==> config.mk <==
export PLATFORM = sky130hd
export DESIGN_NAME = single_adder
export DESIGN_NICKNAME = d
export VERILOG_FILES = /design/src/rtl/single_adder.sv
export SDC_FILE = /design/constraint.sdc
export NUM_CORES = 1
export LEC_CHECK = 0
export BUFFER_PORTS_ARGS = -buffer_cell sky130_fd_sc_hd__buf_2
export CAP_MARGIN = 20
export CELL_PAD_IN_SITES_DETAIL_PLACEMENT = 0
export CELL_PAD_IN_SITES_GLOBAL_PLACEMENT = 1
export CORE_UTILIZATION = 33
export DETAILED_ROUTE_END_ITERATION = 7
export PLACE_DENSITY_LB_ADDON = 0.1
export SLEW_MARGIN = 5
export SYNTH_ARGS = -nofsm -noshare
export SYNTH_HDL_FRONTEND = slang
export SYNTH_SLANG_ARGS = --single-unit
==> constraint.sdc <==
create_clock -name clk -period 1 [get_ports clk]
set_input_delay 0.25 -clock clk [delete_from_list [all_inputs] [get_ports clk]]
set_output_delay 0.25 -clock clk [all_outputs]
set_load 0.02 [all_outputs]
==> src/rtl/single_adder.sv <==
// Registered N-bit adder built from 4-bit carry-lookahead groups, with
// unsigned carry, signed overflow and zero flags captured alongside the sum.
module single_adder #(
    parameter int N = 32
) (
    input  logic         clk,
    input  logic         rst,
    input  logic [N-1:0] A,
    input  logic [N-1:0] B,
    output logic [N-1:0] Y,
    output logic         carry_out,
    output logic         overflow,
    output logic         zero
);

    localparam int G = N / 4;

    logic [N-1:0] gen;
    logic [N-1:0] prop;
    logic [N-1:0] carry;
    logic [G-1:0] grp_gen;
    logic [G-1:0] grp_prop;
    logic [G:0]   grp_carry;
    logic [N-1:0] sum;
    logic         sum_carry;
    logic         sum_overflow;

    always_comb begin
        gen       = A & B;
        prop      = A ^ B;
        grp_gen   = '0;
        grp_prop  = '0;
        grp_carry = '0;
        carry     = '0;

        for (int k = 0; k < G; k++) begin
            grp_gen[k]  = gen[4*k+3]
                        | (prop[4*k+3] & gen[4*k+2])
                        | (prop[4*k+3] & prop[4*k+2] & gen[4*k+1])
                        | (prop[4*k+3] & prop[4*k+2] & prop[4*k+1] & gen[4*k]);
            grp_prop[k] = prop[4*k+3] & prop[4*k+2] & prop[4*k+1] & prop[4*k];
        end

        // Group-level lookahead chain; carry-in to bit 0 is always zero.
        for (int k = 0; k < G; k++) begin
            grp_carry[k+1] = grp_gen[k] | (grp_prop[k] & grp_carry[k]);
        end

        for (int k = 0; k < G; k++) begin
            carry[4*k]   = grp_carry[k];
            carry[4*k+1] = gen[4*k]
                         | (prop[4*k] & grp_carry[k]);
            carry[4*k+2] = gen[4*k+1]
                         | (prop[4*k+1] & gen[4*k])
                         | (prop[4*k+1] & prop[4*k] & grp_carry[k]);
            carry[4*k+3] = gen[4*k+2]
                         | (prop[4*k+2] & gen[4*k+1])
                         | (prop[4*k+2] & prop[4*k+1] & gen[4*k])
                         | (prop[4*k+2] & prop[4*k+1] & prop[4*k] & grp_carry[k]);
        end

        sum          = prop ^ carry;
        sum_carry    = grp_carry[G];
        // Carry into the sign bit differing from carry out of it marks signed overflow.
        sum_overflow = carry[N-1] ^ grp_carry[G];
    end

    always_ff @(posedge clk or posedge rst) begin
        if (rst) begin
            Y         <= '0;
            carry_out <= 1'b0;
            overflow  <= 1'b0;
            zero      <= 1'b1;
        end else begin
            Y         <= sum;
            carry_out <= sum_carry;
            overflow  <= sum_overflow;
            zero      <= (sum == '0);
        end
    end

endmodule

# == After elaboration in Yosys (flattened, before gate mapping) ==
# Index checks and enable logic that the tools add are counted.
# Widths: inputs -> output; s select.
# op_classes
add_sub_neg,0
n_mul,0
div,0
order_cmp,0
n_eq_ne,0
shift,0
n_mux,0
bitwise_logic,201
n_reduce_logical,1
# ops
operator,count
$and 1x1->1,121
$or 1x1->1,76
$xor 32x32->32,2
$and 32x32->32,1
$logic_not 32->1,1
$xor 1x1->1,1
# totals
register_bits,35
latch_bits,0
mem_bits_rw,0
mem_bits_ro,0
output_inout_bits,35
n_memories,0

# == Longest topological paths before layout ==
# depth
ltp_word,21
depth_mapped,14
mapped_depth_nobuf,14

# == Worst setup path before layout ==
# Ideal clock, no wire load.
# synth_timing
path_type,input-to-reg
start,input port A[9]
end,register zero
t_arrival_ps,3991
setup_slack_ps,-3081
path_stages,14
path_buffers,0
cell_sequence,ha_1 > and2_2 > and3_1 > a221o_1 > a21boi_2 > o211ai_1 > or2_2 > fa_1 > or4_1 > nor3_1 > nand4_1 > or4_1 > or4b_1 > nor4_2
# synth_between
elab_cells_between_ends,63
cone_classes,bitwise: 62; reduce/logical: 1
# synth_lines
element,line,rtl
"start, declared",8,"input logic [N-1:0] A,"
$and 32x32->32 or $xor 32x32->32 (tied branches),"29, 30",
$and 1x1->1 (on tied branches),"39, 40, 41",
$or 1x1->1 (tied with other cells),39,| (prop[4*k+3] & prop[4*k+2] & gen[4*k+1])
$or 1x1->1 or $and 1x1->1 (tied branches),"40, 46",
$or 1x1->1 (*),46,grp_carry[k+1] = grp_gen[k] | (grp_prop[k] & grp_carry[k]);
$and 1x1->1 (*),46,
$or 1x1->1 (*),46,
$and 1x1->1 (*),46,
$or 1x1->1 (*),46,
$and 1x1->1 (*),46,
$or 1x1->1 (*),46,
$and 1x1->1 (*),46,
$or 1x1->1 (*),46,
$xor 32x32->32 (*),62,sum = prop ^ carry;
net sum[28],24,logic [N-1:0] sum;
$logic_not 32->1 (*),78,zero <= (sum == '0);
"end signal, assigned",78,
"end, declared",13,output logic zero
# The timed path passes the listed nets; every way through them passes the cells marked *.

# == Worst setup path in the final report ==
# Ends and elaborated chain as after synthesis.

==> load_flow_metrics.sql <==
INSERT INTO impl_metrics (metric_group, metric, value, unit) VALUES
('setup_path', 'crit_top_cell', 'or4_4', ''),
('pwr', 'sequentialPowerShare', '0.284', ''),
('synth', 'yosys.cell_types.count', '50', ''),
('route', 'drtAntennaViolNets', '0', ''),
('cts', 'cts_root_buffer', 'clkbuf_8', ''),
('sta', 'final_hold_viol_count', '0', ''),
('sta', 'worstMarginPinSlew', '460', 'ps'),
('synth', 'ys_warn_count', '0', ''),
('route', 'routed-via-count', '2610', ''),
('sta', 'layout_worst_path_cycle_share', '3.84', ''),
('route', 'detail_route.drc_violations', '0', ''),
('synth', 'post_synth_inst_count', '228', ''),
('synth', 'synth-async-reset-ratio', '1.00', ''),
('setup_path', 'crit_path_max_fanout', '3', ''),
('finish', 'finalCoreUtilization', '0.686', ''),
('die', 'design.portCount', '101', ''),
('route', 'wl', '7940', 'µm'),
('sta', 'grt_setup_unrepaired', 'yes', ''),
('global_route', 'grt_use_total', '0.219', ''),
('global_route', 'globalRouteOverflowTotal', '0', ''),
('pwr', 'power_per_cell_area', '1320', 'nW/µm²'),
('synth', 'synth.cell_area', '2450', 'µm²'),
('die', 'fp.dieW', '88.2', 'µm'),
('die', 'die_outline_area', '7770', 'µm²'),
('setup_path', 'worstSetupPathType', 'primary input to register', ''),
('sta', 'maxSlewViolCount', '0', ''),
('die', 'coreArea', '7210', 'µm²'),
('sta', 'fmax', '0.260', 'GHz'),
('finish', 'layout-drive-gt1-share', '0.698', ''),
('pwr', 'internal_power', '4.29', 'mW'),
('setup_path', 'worst_setup_path_end_kind', 'register', ''),
('setup_path', 'worst_path_largest_cell_delay', '510', 'ps'),
('global_route', 'grt_antenna_before_repair', '0', ''),
('place', 'gp_congestion', '0.786', ''),
('pwr', 'power.share.clock', '0.196', ''),
('hold_path', 'min_path_cells', '2', ''),
('die', 'initial_core_util', '0.340', ''),
('cts', 'cts_buffers', '5', ''),
('sta', 'layout_min_cycle_time', '3840', 'ps'),
('finish', 'antenna-diode-count', '0', ''),
('run', 'max_cap_viol_count', '0', ''),
('setup_path', 'cpLargestDelayFamily', 'simple AND/OR/NAND/NOR gates', ''),
('die', 'core.rowCount', '31', ''),
('cts', 'clock_sinks', '35', ''),
('finish', 'nets', '548', ''),
('synth', 'count_of_state_elements_after_synthesis', '35', ''),
('route', 'drt_first_pass_iters', '4', ''),
('setup_path', 'startpoint_type', 'primary input', ''),
('pwr', 'combPwrFrac', '0.520', ''),
('route', 'drt-wirelength-per-cell', '14.7', 'µm'),
('setup_path', 'crit_arrival', '4050', 'ps'),
('route', 'drc_marker_count_from_the_first_detailed_route_iteration', '57', ''),
('run_status', 'violations', 'negative setup slack', ''),
('place', 'dp_hpwl', '6080', 'µm'),
('die', 'die-height', '88.2', 'µm'),
('synth', 'syn-mean-instance-area', '10.7', 'µm²'),
('setup_path', 'crit_chain', 'buf_6 > ha_4 > a21o_4 > a21o_1 > a221o_1 > a21boi_2 > o211ai_1 > or2_4 > fa_2 > or4_4 > nor3_2 > nand4_1 > or4_4 > or4b_4 > nor4_4', ''),
('finish', 'syn_to_final_growth', '102', '%'),
('global_route', 'grt_pass1_wl', '12800', 'µm'),
('sta', 'setup_viol', '67', ''),
('global_route', 'vias_in_the_first_global_route', '2688', ''),
('run_status', 'run_status', 'complete, but fails checks', ''),
('route', 'drt-vias-per-instance', '4.82', ''),
('pwr', 'p_leak', '2.29', 'nW'),
('setup_path', 'critical_path_cell_count', '15', ''),
('global_route', 'pin_count_of_the_biggest_net_entering_global_routing', '15', ''),
('cts', 'cts_htree_levels', '2', ''),
('sta', 'relative_slew_margins', '0.685', ''),
('cts', 'cts.reportedPaths.clkPinSlew', '80', 'ps'),
('cts', 'max-clock-path-buffers', '2', ''),
('setup_path', 'cp.required', '1210', 'ps'),
('synth', 'synth_sequential_area_ratio', '0.358', ''),
('synth', 'synth_fp_nets', '334', ''),
('place', 'io_buffers', '100', ''),
('sta', 'setup-tns-final', '-33650', 'ps'),
('synth', 'synth_enable_flop_cells', '0', ''),
('setup_path', 'cp_slowest_cell', 'or4b_4', ''),
('pwr', 'total_switching_power', '2.26', 'mW'),
('pwr', 'proportion_of_total_power_due_to_net_switching', '0.345', ''),
('synth', 'synth_top_flop_cell', 'dfrtp_1', ''),
('hold_path', 'worstHoldPathType', 'primary input to register', ''),
('pwr', 'vdd.ir_drop.worst', '0.648', 'mV'),
('sta', 'setup_slack', '-2840', 'ps'),
('cts', 'tritoncts', 'built', ''),
('setup_path', 'cp.buffers_inverters', '1', '');
==> timing repair <==
item,CTS,global route
resized for setup,132,49
hold endpoints to repair,6,0
hold buffers,1,0
buffers inserted,26,9
endpoints found under the setup margin,67,67
pin swaps,31,36
==> cells in the mapped netlist (3+ instances only) <==
library cell | instances | area, µm²
dfrtp_1 | 34 | 851
ha_1 | 32 | 400
nor2_1 | 19 | 71.3
xor2_1 | 15 | 131
nand2_1 | 11 | 41.3
a21oi_1 | 10 | 50.1
nor3_1 | 9 | 45.0
a21o_1 | 8 | 60.1
fa_1 | 8 | 160
nand4_1 | 6 | 37.5
o21ai_0 | 6 | 30.0
xnor2_1 | 6 | 52.6
a31oi_1 | 4 | 25.0
inv_1 | 4 | 15.0
o21ai_1 | 4 | 20.0
a211oi_1 | 3 | 22.5
and2_2 | 3 | 22.5
and3_1 | 3 | 18.8
nand3_1 | 3 | 15.0
o21bai_1 | 3 | 22.5
==> area by class of cell <==
| cell class | count | area [µm²] |
|---|---|---|
| Fill cell | 562 | 2270 |
| Timing Repair Buffer | 207 | 1660 |
| Clock buffer | 5 | 68.8 |
| Inverter | 4 | 18.8 |
| Tap cell | 99 | 124 |
| Multi-Input combinational cell | 189 | 2160 |
| Clock inverter | 3 | 43.8 |
| Sequential cell | 35 | 877 |
==> registers in the layout (all words and copies together) (netlist names) <==
signal and flops:
Y 32, carry_out 1, overflow 1, zero 1
==> worst paths after layout <==
path | start | to | slack (ps)
max | A[9] | zero | -2840
min | B[0] | Y[0] | 220
max in group asynchronous | rst | Y[31] | 180
min in group asynchronous | rst | Y[16] | 460
==> per-layer routing <==
layer,track usage,part of all wire,vias up
met1,0.264,0.42,1259
met5,0,0,-
met2,0.399,0.52,77
li1,-,-,1264
met3,0.0349,0.044,10
met4,0.0616,0.015,0
==> layout by cell type (no fill, tap or decap), types with 3 or more instances in the layout <==
cell type,count
buf_4,88
buf_2,58
buf_6,57
dfrtp_1,34
ha_1,17
ha_4,15
nor2_1,12
xor2_2,10
nand2_1,8
a21o_1,8
fa_2,8
nand4_1,6
a21oi_1,6
nor3_2,5
xor2_1,5
clkbuf_8,5
a21oi_2,4
o21ai_0,4
nor2_4,4
nor3_1,4
o21ai_2,3
nor2_2,3
nand2_2,3
inv_1,3
o21bai_1,3
xnor2_1,3
o21ai_4,3
a31oi_4,3
xnor2_2,3
==> power by group through the flow <==
| stage | sequential, mW | combinational (mW) | clock, mW |
|---|---|---|---|
| 5_1_grt | 1.88 | 3.68 | 1.38 |
| 2_1_floorplan | 2.17 | 0.940 | 0 |
| 3_5_place_dp | 1.81 | 2.52 | 0 |
| 4_1_cts | 1.86 | 3.26 | 1.32 |
| 3_3_place_gp | 1.81 | 2.51 | 0 |
| 6_report | 1.86 | 3.41 | 1.28 |
==> metrics by stage <==
stage	area (µm²)	hold WS, ps	power (mW)	setup slack, ps	instances
final	4950	221	6.55	-2840	542
after global routing	4950	215	6.94	-2950	542
after global placement	3950	211	4.32	-3130	517
after CTS	4790	212	6.44	-2830	549
after detailed placement	3950	210	4.33	-3290	517
after floorplan	2630	197	3.11	-2930	228
==> kinds of logic (layout without fill, tap and decap cells) <==
kind of cell               count (synthesis)  in the layout  synth area share
adders and majority gates                 40             40             0.229
DFF                                       35             35             0.358
AOI/OAI and AO/OA                         58             58             0.178
buffers and inverters                      4            219           0.00613
muxes                                      2              2           0.00868
xor gates and xnor gates                  21             21            0.0751
and+or+nand+nor                           68             68             0.145
(Power assumes the default switching activity.)
